===== src/rtl/vmult_pipe.sv =====
// vmult_pipe: LANES-wide pipelined IEEE-754 binary16 multiplier.
// Three register stages: unpack/multiply, normalise, round/pack. The
// round-to-nearest-even rounding also covers subnormal operands and results.
// A valid/ready handshake stalls every stage together.
// Define VMULT_PIPE_SPECIALS_EN to give exponent-31 inputs IEEE NaN/Inf
// semantics. Without it they are treated as finite values with exponent 31.
module vmult_pipe #(
    parameter int unsigned LANES = 4,
    parameter int unsigned W     = 16
) (
    input  logic               clk,
    input  logic               rst_n,
    input  logic               in_valid,
    output logic               in_ready,
    input  logic [LANES*W-1:0] a,
    input  logic [LANES*W-1:0] b,
    output logic               out_valid,
    input  logic               out_ready,
    output logic [LANES*W-1:0] product,
    output logic [LANES-1:0]   ovf,
    output logic               ovf_sticky,
    input  logic               ovf_clr
);

    if (W != 16) begin : g_w_check
        $error("vmult_pipe: W must be 16");
    end
    if (LANES < 1 || LANES > 16) begin : g_lanes_check
        $error("vmult_pipe: LANES must be in 1..16");
    end

    // Leading-zero count of a 21-bit value measured from bit 20 (21 when zero).
    function automatic logic [4:0] lzc21(input logic [20:0] v);
        logic [4:0] n;
        n = 5'd21;
        for (int unsigned i = 0; i < 21; i++) begin
            if (v[i]) n = 5'(20 - i);
        end
        return n;
    endfunction

    logic w_adv;
    logic r_s1_valid, r_s2_valid, r_s3_valid;
    logic r_sticky;

    assign w_adv      = ~r_s3_valid | out_ready;
    assign in_ready   = w_adv;
    assign out_valid  = r_s3_valid;
    assign ovf_sticky = r_sticky;

    // Stage valid bits shift together on advance; bubbles travel with the data.
    always_ff @(posedge clk or negedge rst_n) begin
        if (!rst_n) begin
            r_s1_valid <= 1'b0;
            r_s2_valid <= 1'b0;
            r_s3_valid <= 1'b0;
        end else if (w_adv) begin
            r_s1_valid <= in_valid;
            r_s2_valid <= r_s1_valid;
            r_s3_valid <= r_s2_valid;
        end
    end

    // Sticky overflow: set by an accepted result with any ovf bit; set beats clear.
    always_ff @(posedge clk or negedge rst_n) begin
        if (!rst_n) begin
            r_sticky <= 1'b0;
        end else if (r_s3_valid && out_ready && (|ovf)) begin
            r_sticky <= 1'b1;
        end else if (ovf_clr) begin
            r_sticky <= 1'b0;
        end
    end

    for (genvar gi = 0; gi < LANES; gi++) begin : g_lane
        logic [15:0]       w_a, w_b;
        logic [4:0]        w_ea, w_eb;
        logic [10:0]       w_ma, w_mb;
        logic [21:0]       w_mprod;
        logic signed [6:0] w_esum;

        logic              r_s1_sign;
        logic [21:0]       r_s1_mant;
        logic signed [6:0] r_s1_exp;

        logic [21:0]       w_nm, w_mask;
        logic signed [6:0] w_ne, w_lz, w_lim, w_sh;
        logic [4:0]        w_rs;
        logic              w_nst;

        logic              r_s2_sign, r_s2_st;
        logic [20:0]       r_s2_mant;
        logic signed [6:0] r_s2_exp;

        logic              w_inc, w_ovf;
        logic [11:0]       w_sum;
        logic [10:0]       w_rm;
        logic signed [6:0] w_re;
        logic [15:0]       w_res;

        logic [15:0]       r_s3_prod;
        logic              r_s3_ovf;

        assign w_a     = a[W*gi +: W];
        assign w_b     = b[W*gi +: W];
        assign w_ea    = (w_a[14:10] == 5'd0) ? 5'd1 : w_a[14:10];
        assign w_eb    = (w_b[14:10] == 5'd0) ? 5'd1 : w_b[14:10];
        assign w_ma    = {|w_a[14:10], w_a[9:0]};
        assign w_mb    = {|w_b[14:10], w_b[9:0]};
        assign w_mprod = {11'd0, w_ma} * {11'd0, w_mb};
        assign w_esum  = $signed({2'b00, w_ea}) + $signed({2'b00, w_eb}) - 7'sd15;

`ifdef VMULT_PIPE_SPECIALS_EN
        logic w_a_max, w_b_max, w_a_zero, w_b_zero, w_nan, w_inf;
        logic r_s1_nan, r_s1_inf, r_s2_nan, r_s2_inf;

        assign w_a_max  = &w_a[14:10];
        assign w_b_max  = &w_b[14:10];
        assign w_a_zero = (w_a[14:0] == 15'd0);
        assign w_b_zero = (w_b[14:0] == 15'd0);
        assign w_nan    = (w_a_max & (|w_a[9:0])) | (w_b_max & (|w_b[9:0]))
                        | (w_a_max & w_b_zero) | (w_b_max & w_a_zero);
        assign w_inf    = (w_a_max | w_b_max) & ~w_nan;

        // Special-operand class follows its lane through the pipeline.
        always_ff @(posedge clk or negedge rst_n) begin
            if (!rst_n) begin
                r_s1_nan <= 1'b0;
                r_s1_inf <= 1'b0;
                r_s2_nan <= 1'b0;
                r_s2_inf <= 1'b0;
            end else if (w_adv) begin
                r_s1_nan <= w_nan;
                r_s1_inf <= w_inf;
                r_s2_nan <= r_s1_nan;
                r_s2_inf <= r_s1_inf;
            end
        end
`endif

        // S1: unpacked sign, 22-bit mantissa product and biased exponent sum.
        always_ff @(posedge clk or negedge rst_n) begin
            if (!rst_n) begin
                r_s1_sign <= 1'b0;
                r_s1_mant <= '0;
                r_s1_exp  <= '0;
            end else if (w_adv) begin
                r_s1_sign <= w_a[15] ^ w_b[15];
                r_s1_mant <= w_mprod;
                r_s1_exp  <= w_esum;
            end
        end

        // Normalise so the hidden bit sits at bit 20; denormalise into sticky if exp < 1.
        always_comb begin
            w_nm   = r_s1_mant;
            w_ne   = r_s1_exp;
            w_nst  = 1'b0;
            w_lz   = $signed({2'b00, lzc21(r_s1_mant[20:0])});
            w_lim  = '0;
            w_sh   = '0;
            w_rs   = '0;
            w_mask = '0;
            if (w_nm[21]) begin
                w_nst = w_nm[0];
                w_nm  = w_nm >> 1;
                w_ne  = w_ne + 7'sd1;
            end else begin
                w_lim = (w_ne > 7'sd1) ? (w_ne - 7'sd1) : 7'sd0;
                w_sh  = (w_lz < w_lim) ? w_lz : w_lim;
                w_nm  = w_nm << w_sh[4:0];
                w_ne  = w_ne - w_sh;
            end
            if (w_ne < 7'sd1) begin
                w_rs   = 5'(7'sd1 - w_ne);
                w_mask = (22'd1 << w_rs) - 22'd1;
                w_nst  = w_nst | (|(w_nm & w_mask));
                w_nm   = w_nm >> w_rs;
                w_ne   = 7'sd1;
            end
        end

        // S2: normalised mantissa, exponent (>= 1) and sticky.
        always_ff @(posedge clk or negedge rst_n) begin
            if (!rst_n) begin
                r_s2_sign <= 1'b0;
                r_s2_mant <= '0;
                r_s2_exp  <= '0;
                r_s2_st   <= 1'b0;
            end else if (w_adv) begin
                r_s2_sign <= r_s1_sign;
                r_s2_mant <= w_nm[20:0];
                r_s2_exp  <= w_ne;
                r_s2_st   <= w_nst;
            end
        end

        // Round to nearest even, detect overflow and pack the binary16 result.
        always_comb begin
            w_res = '0;
            w_ovf = 1'b0;
            w_inc = r_s2_mant[9] & (r_s2_mant[8] | (|r_s2_mant[7:0]) | r_s2_st | r_s2_mant[10]);
            w_sum = {1'b0, r_s2_mant[20:10]} + {11'd0, w_inc};
            w_rm  = w_sum[11] ? w_sum[11:1] : w_sum[10:0];
            w_re  = w_sum[11] ? (r_s2_exp + 7'sd1) : r_s2_exp;
            if (w_re > 7'sd30) begin
                w_res = {r_s2_sign, 5'h1F, 10'h000};
                w_ovf = 1'b1;
            end else begin
                w_res = {r_s2_sign, (w_rm[10] ? w_re[4:0] : 5'd0), w_rm[9:0]};
            end
`ifdef VMULT_PIPE_SPECIALS_EN
            if (r_s2_nan) begin
                w_res = 16'h7E00;
                w_ovf = 1'b0;
            end else if (r_s2_inf) begin
                w_res = {r_s2_sign, 5'h1F, 10'h000};
                w_ovf = 1'b0;
            end
`endif
        end

        // S3: output registers; only a real vector replaces the held result.
        always_ff @(posedge clk or negedge rst_n) begin
            if (!rst_n) begin
                r_s3_prod <= '0;
                r_s3_ovf  <= 1'b0;
            end else if (w_adv && r_s2_valid) begin
                r_s3_prod <= w_res;
                r_s3_ovf  <= w_ovf;
            end
        end

        assign product[W*gi +: W] = r_s3_prod;
        assign ovf[gi]            = r_s3_ovf;
    end

endmodule


===== config.mk =====
export PLATFORM = sky130hd
export DESIGN_NAME = vmult_pipe
export DESIGN_NICKNAME = d
export VERILOG_FILES = /design/src/rtl/vmult_pipe.sv
export SDC_FILE = /design/constraint.sdc
export NUM_CORES = 2
export LEC_CHECK = 0
export ABC_AREA = 0
export CORE_MARGIN = 2
export CORE_UTILIZATION = 50
export DETAILED_ROUTE_END_ITERATION = 6
export PLACE_DENSITY_LB_ADDON = 0.3
export SLEW_MARGIN = 40
export SYNTH_ARGS = -nofsm -noshare
export SYNTH_HDL_FRONTEND = slang
export SYNTH_SLANG_ARGS = --single-unit
export TNS_END_PERCENT = 100

===== constraint.sdc =====
create_clock -name clk -period 12.4 [get_ports clk]
set_input_delay 2.48 -clock clk [delete_from_list [all_inputs] [get_ports clk]]
set_output_delay 2.48 -clock clk [all_outputs]
set_load 0.01 [all_outputs]

# Yosys cells after proc, flatten, opt, wreduce, memory -nomap -nowiden
# Cells that the tools add are included.
# W data, S select, Z words.
# totals
in_bits	133
out_inout_bits	71
reg_bits	312
elab_cells	313
# op_classes
add_sub_neg	36
reduce_logical	29
bitwise_logic	30
n_mul	4
mux	146
order_cmp	16
n_shift	12
# op_table
cell	count
$mux W5	88
$mux W7	20
$and A22 B22 Y22	4
$mul A11 B11 Y22	4
$mux W22	4
$reduce_or A22 Y1	4
$shl A1 B5 Y22 const A	4
$shl A22 B5 Y22	4
$shr A22 B5 Y21	4
$sub A22 B1 Y22 const B	4
$mux W21	4
$mux W15	4
$add A7 B2 Y7 const B	8
$add A11 B1 Y12	4
$mux W11	4
$logic_not A5 Y1	8
$reduce_or A5 Y1	8
$reduce_or A8 Y1	4
$gt A7 B2 Y1 const B	4
$gt A7 B6 Y1 const B	4
$lt A6 B7 Y1	4
$lt A7 B2 Y1 const B	4
$sub A6 B4 Y7 const B	4
$sub A7 B2 Y7 const B	4
other kinds (12)	65

# Logic depth before layout (Yosys ltp)
# depth
word_depth	32
mapped_depth	42
ltp_nobuf	38

# Worst setup path before layout
# No wires, ideal clock.
# synth_path
kind	register to register
start	register g_lane[0].r_s1_exp[1]
end	register g_lane[0].r_s2_st
setup_time_ns	0.127
required_ns	12.273
path_stages_with_launch	40
path_slack_ns	4.430
n_path_buf	6
synth_period_minus_slack_ns	7.970
t_arrival_ns	7.844
path_cell_list	dfrtp_1 inv_1 ha_1 o21bai_1 a21oi_1 nand2b_1 ha_1 a21oi_1 nor2b_1 o21ai_0 nand2b_1 a21oi_1 or3_1 ha_1 nand2_1 nor3_1 a21o_1 clkbuf_1 [4 not listed] inv_1 clkbuf_1 clkbuf_1 ha_1 clkbuf_1 nor3_1 nand3_1 ha_1 clkbuf_1 nand2_1 a21oi_1 a41oi_1 o311ai_0 a21oi_1 o221ai_1 or3_1 nor3_1 a21oi_1
# synth_between
elab_chain_len	13
elab_cells_between_ends	18
cone_classes	add/sub (5); order compare (3); shift (2); mux (5); bitwise (2); reduce/logical (1)
# synth_rtl
item	line	text
from (decl)	84	logic signed [6:0] r_s1_exp;
from (signal assigned)	150	r_s1_exp <= w_esum;
$sub A7 B2 Y7 or $gt A7 B2 Y1 (tied branches)	169	w_lim = (w_ne > 7'sd1) ? (w_ne - 7'sd1) : 7'sd0;
$mux W7	169	
$lt A6 B7 Y1	170	w_sh = (w_lz < w_lim) ? w_lz : w_lim;
$mux W7	170	
$sub A7 B7 Y7	172	w_ne = w_ne - w_sh;
$mux W7	164	if (w_nm[21]) begin
$sub A2 B5 Y5	175	w_rs = 5'(7'sd1 - w_ne);
$shl A1 B5 Y22	176	w_mask = (22'd1 << w_rs) - 22'd1;
$sub A22 B1 Y22	176	
$and A22 B22 Y22	177	w_nst = w_nst | (|(w_nm & w_mask));
$reduce_or A22 Y1	177	
$or A1 B1 Y1	177	
$mux W1 (*)	174	if (w_ne < 7'sd1) begin
to (signal assigned)	194	r_s2_st <= w_nst;
to (decl)	91	logic r_s2_sign, r_s2_st;
# Mark *: on every way between the ends. The rest lies on a longest branch, timed or not.
# A chain may end at the register's enable or synchronous reset.

# Final worst setup path
# layout_path
start	register g_lane[2].r_s1_exp[1]
end	register g_lane[2].r_s2_st
# layout_between
elab_chain_len	13
elab_cells_between_ends	18
cone_classes	add/sub (5); order compare (3); shift (2); mux (5); bitwise (2); reduce/logical (1)
# layout_rtl
item	line
from (decl)	84
from (signal assigned)	150
$sub A7 B2 Y7 or $gt A7 B2 Y1 (tied branches)	169
$mux W7	169
$lt A6 B7 Y1	170
$mux W7	170
$sub A7 B7 Y7	172
$mux W7	164
$sub A2 B5 Y5	175
$shl A1 B5 Y22	176
$sub A22 B1 Y22	176
$and A22 B22 Y22	177
$reduce_or A22 Y1	177
$or A1 B1 Y1	177
$mux W1 (*)	174
to (signal assigned)	194
to (decl)	91
# Marked as above.

==> metrics.txt <==
CTS Sinks=312; grt ovf=0; most common library cells after synthesis=800 x nand2_1, 528 x inv_1, 465 x nor2_1; gpl congestion=0.978; total CTS buffers=40; uppermost routed layer=met5; Hold Crit Class=reg2reg; via count of the routed design=43011; first-pass GRT wire length=226000 um; Total Nets Final=6552; failing checks=DRC; library cells used by synthesis=113; die height=308 um; core area=91700 um2; minimum clock period=9.77 ns; crit-path max cell delay=0.68 ns; crit path max fanout=24; RSZ-0062 raised after global routing=no; vias in the first global route=42051; Total Routed Length=139000 um; CP max-delay cell=nor2_1; Critical Path Most Common Cell=ha_1; critical path class=reg2reg; critical path required time=12.87 ns; FMAX=102 MHz; ANT cells=0; Critical Path Sink Type=flip-flop; Mapped Area=46300 um2; clk_skew=0.0233 ns; DRC viols=4; Setup Viol. Count Final=0; Routed met3 length=9980 um; Final Cycle Share=78.8%; Syn. warnings=0; hold_buf cts=0; PortBufs=203; Synth async-reset ratio=100%; status=complete, but fails checks; sequential share of the synthesized area=16.9%; Ports=204; Worst Tran Pin Value=0.893 ns; final hold violation count=0; Mapped Cells=5848; largest net degree at the start of global routing=147; DIE WIDTH=308 um; GRT Resource Usage Total=29.0%; Max-Cap Viols=0; Synth Area per Inst=7.91 um2; cts repair resizes=0; worst skew pair latency=0.60 ns; H-tree Lvls=2; area grow syn2layout=8.36%; via/cell ratio=6.18; Post-DP HPWL=105000 um; ys flop type=dfrtp_1; 1st-pass router iterations=7; Pins Over Slew Limit=0; Total Neg Setup Slack=0 ns; dominant cells by area after synthesis=dfrtp_1 17%, fa_1 14%, ha_1 9.5%; antenna violations before repair=1; syn nets=6660; register bit total from synthesis=312; critical path launch point type=flip-flop; Root Buffer=clkbuf_16; post-route ant nets=0; die footprint=95000 um2; number of enable flip-flop cells after synthesis=0; 1st-iter DRT viols=4067; CTS tree=yes; maximum clock path buffer count=3; Slew headroom=40.1%; post-synth top area share=16.9%; wire length on met1=62000 um; Setup Buffers After CTS=0; Reg clk slew, reported paths=0.06 ns; share of layout cells above drive strength 1=5.58%; DR WL/cell=19.9 um; Arrival @ worst endpoint=10.24 ns; Std-Cell Rows=111; Initial Utilization=50.5%; area leader, netlist=dfrtp_1; DR WL met2=62600 um; most frequent cell after synthesis=nand2_1
## critical path, delay by kind of cell, from the launching register on
family	cells	cell delay [ns]
adder cells (fa/ha/maj)	6	2.25
XOR/XNOR	2	0.90
AND/OR/NAND/NOR	12	3.19
flip-flops	1	0.43
AO/OA/AOI/OAI	13	2.00
buffers and inverters	4	0.86
## stage by stage
stage / area (um2) / utilization [%] / hold WS, ns / worst slack, ns / std cells
detailed placement: 48500 / 53.0 / 0.455 / 2.70 / 6879
CTS: 50000 / 54.5 / 0.468 / 2.68 / 6953
floorplan: 46300 / - / 0.435 / 4.43 / 5848
global route: 50100 / 54.7 / 0.496 / 1.87 / 6958
finish: 50100 / 54.7 / 0.465 / 2.63 / 6958
global placement: 48500 / 52.9 / 0.447 / 2.93 / 6873
## flip-flops by register name, indices dropped and copies added (netlist names), 4 cells and up
name,count
g_lane.r_s2_st,4
g_lane.r_s1_exp,28
g_lane.r_s1_sign,4
g_lane.r_s2_sign,4
g_lane.r_s2_mant,84
g_lane.r_s2_exp,28
g_lane.r_s1_mant,88
g_lane.r_s3_ovf,4
g_lane.r_s3_prod,64
## path summary, 6_finish.rpt
| kind | startpoint | endpoint | slack [ns] | depth (start not counted) |
|---|---|---|---|---|
| worst max-delay path | g_lane[2].r_s1_exp[1]$_DFFE_PN0N_ | g_lane[2].r_s2_st$_DFFE_PN0N_ | 2.63 | 37 |
| worst min register to register | g_lane[1].r_s2_sign$_DFFE_PN0N_ | g_lane[1].r_s2_sign$_DFFE_PN0N_ | 0.46 | 2 |
| worst min-delay path | g_lane[1].r_s2_sign$_DFFE_PN0N_ | g_lane[1].r_s2_sign$_DFFE_PN0N_ | 0.46 | 2 |
| worst max register to register | g_lane[2].r_s1_exp[1]$_DFFE_PN0N_ | g_lane[2].r_s2_st$_DFFE_PN0N_ | 2.63 | 37 |
| min in group asynchronous | rst_n | g_lane[1].r_s2_exp[4]$_DFFE_PN0N_ | 1.78 | 1 |
| max in group asynchronous | rst_n | g_lane[2].r_s2_sign$_DFFE_PN0N_ | 8.83 | 4 |
## layout make-up
class                      count  area, um2
clock buffer                  50       1100
clock inverter                24        352
fill                        8637      41500
inverter                     537       2020
multi-input combinational   4580      34800
sequential                   312       7810
tap                         1186       1480
timing repair buffer         269       2590
## cells by family (layout without fill, tap and decap cells)
family,after synthesis,after routing,share of synthesized area (%)
flip-flops,312,312,16.9
adder cells (fa/ha/maj),680,680,23.7
AO/OA/AOI/OAI,1364,1364,20.0
AND/OR/NAND/NOR,2047,2047,20.5
buffers and inverters,956,880,8.19
multiplexers,295,295,6.99
XOR/XNOR,194,194,3.67
## per-layer routing
layer | GRT usage, % | vias to the layer above
li1 | - | 20032
met1 | 40.6 | 20922
met2 | 46.1 | 1728
met3 | 4.51 | 327
met4 | 8.70 | 2
met5 | 0 | -
## cells in the final DEF (no fill, tap or decap), types with 20 or more instances in the layout
cell,count
a211oi_1,72
o21ai_0,274
a21o_1,46
clkdlybuf4s50_1,202
and3_1,37
xor2_1,89
ha_1,348
inv_1,527
mux2i_1,208
buf_4,50
fa_1,328
or4_1,24
o31ai_1,60
a21oi_1,295
clkbuf_16,40
o21bai_1,21
xnor2_1,102
nor3_1,112
and2_1,259
nand2_1,799
o211ai_1,56
nor2b_1,30
nand4_1,20
nor4_1,44
nor2_1,464
o21a_1,27
mux2_2,71
a211o_1,22
a22o_1,26
dfrtp_1,312
o22ai_1,59
a31oi_1,64
a22oi_1,32
a221oi_1,24
nand2b_1,53
o221ai_1,33
nand3_1,122
Power is not shown: default switching activity piles up to over one toggle a cycle in this logic, so the estimate is an artifact.
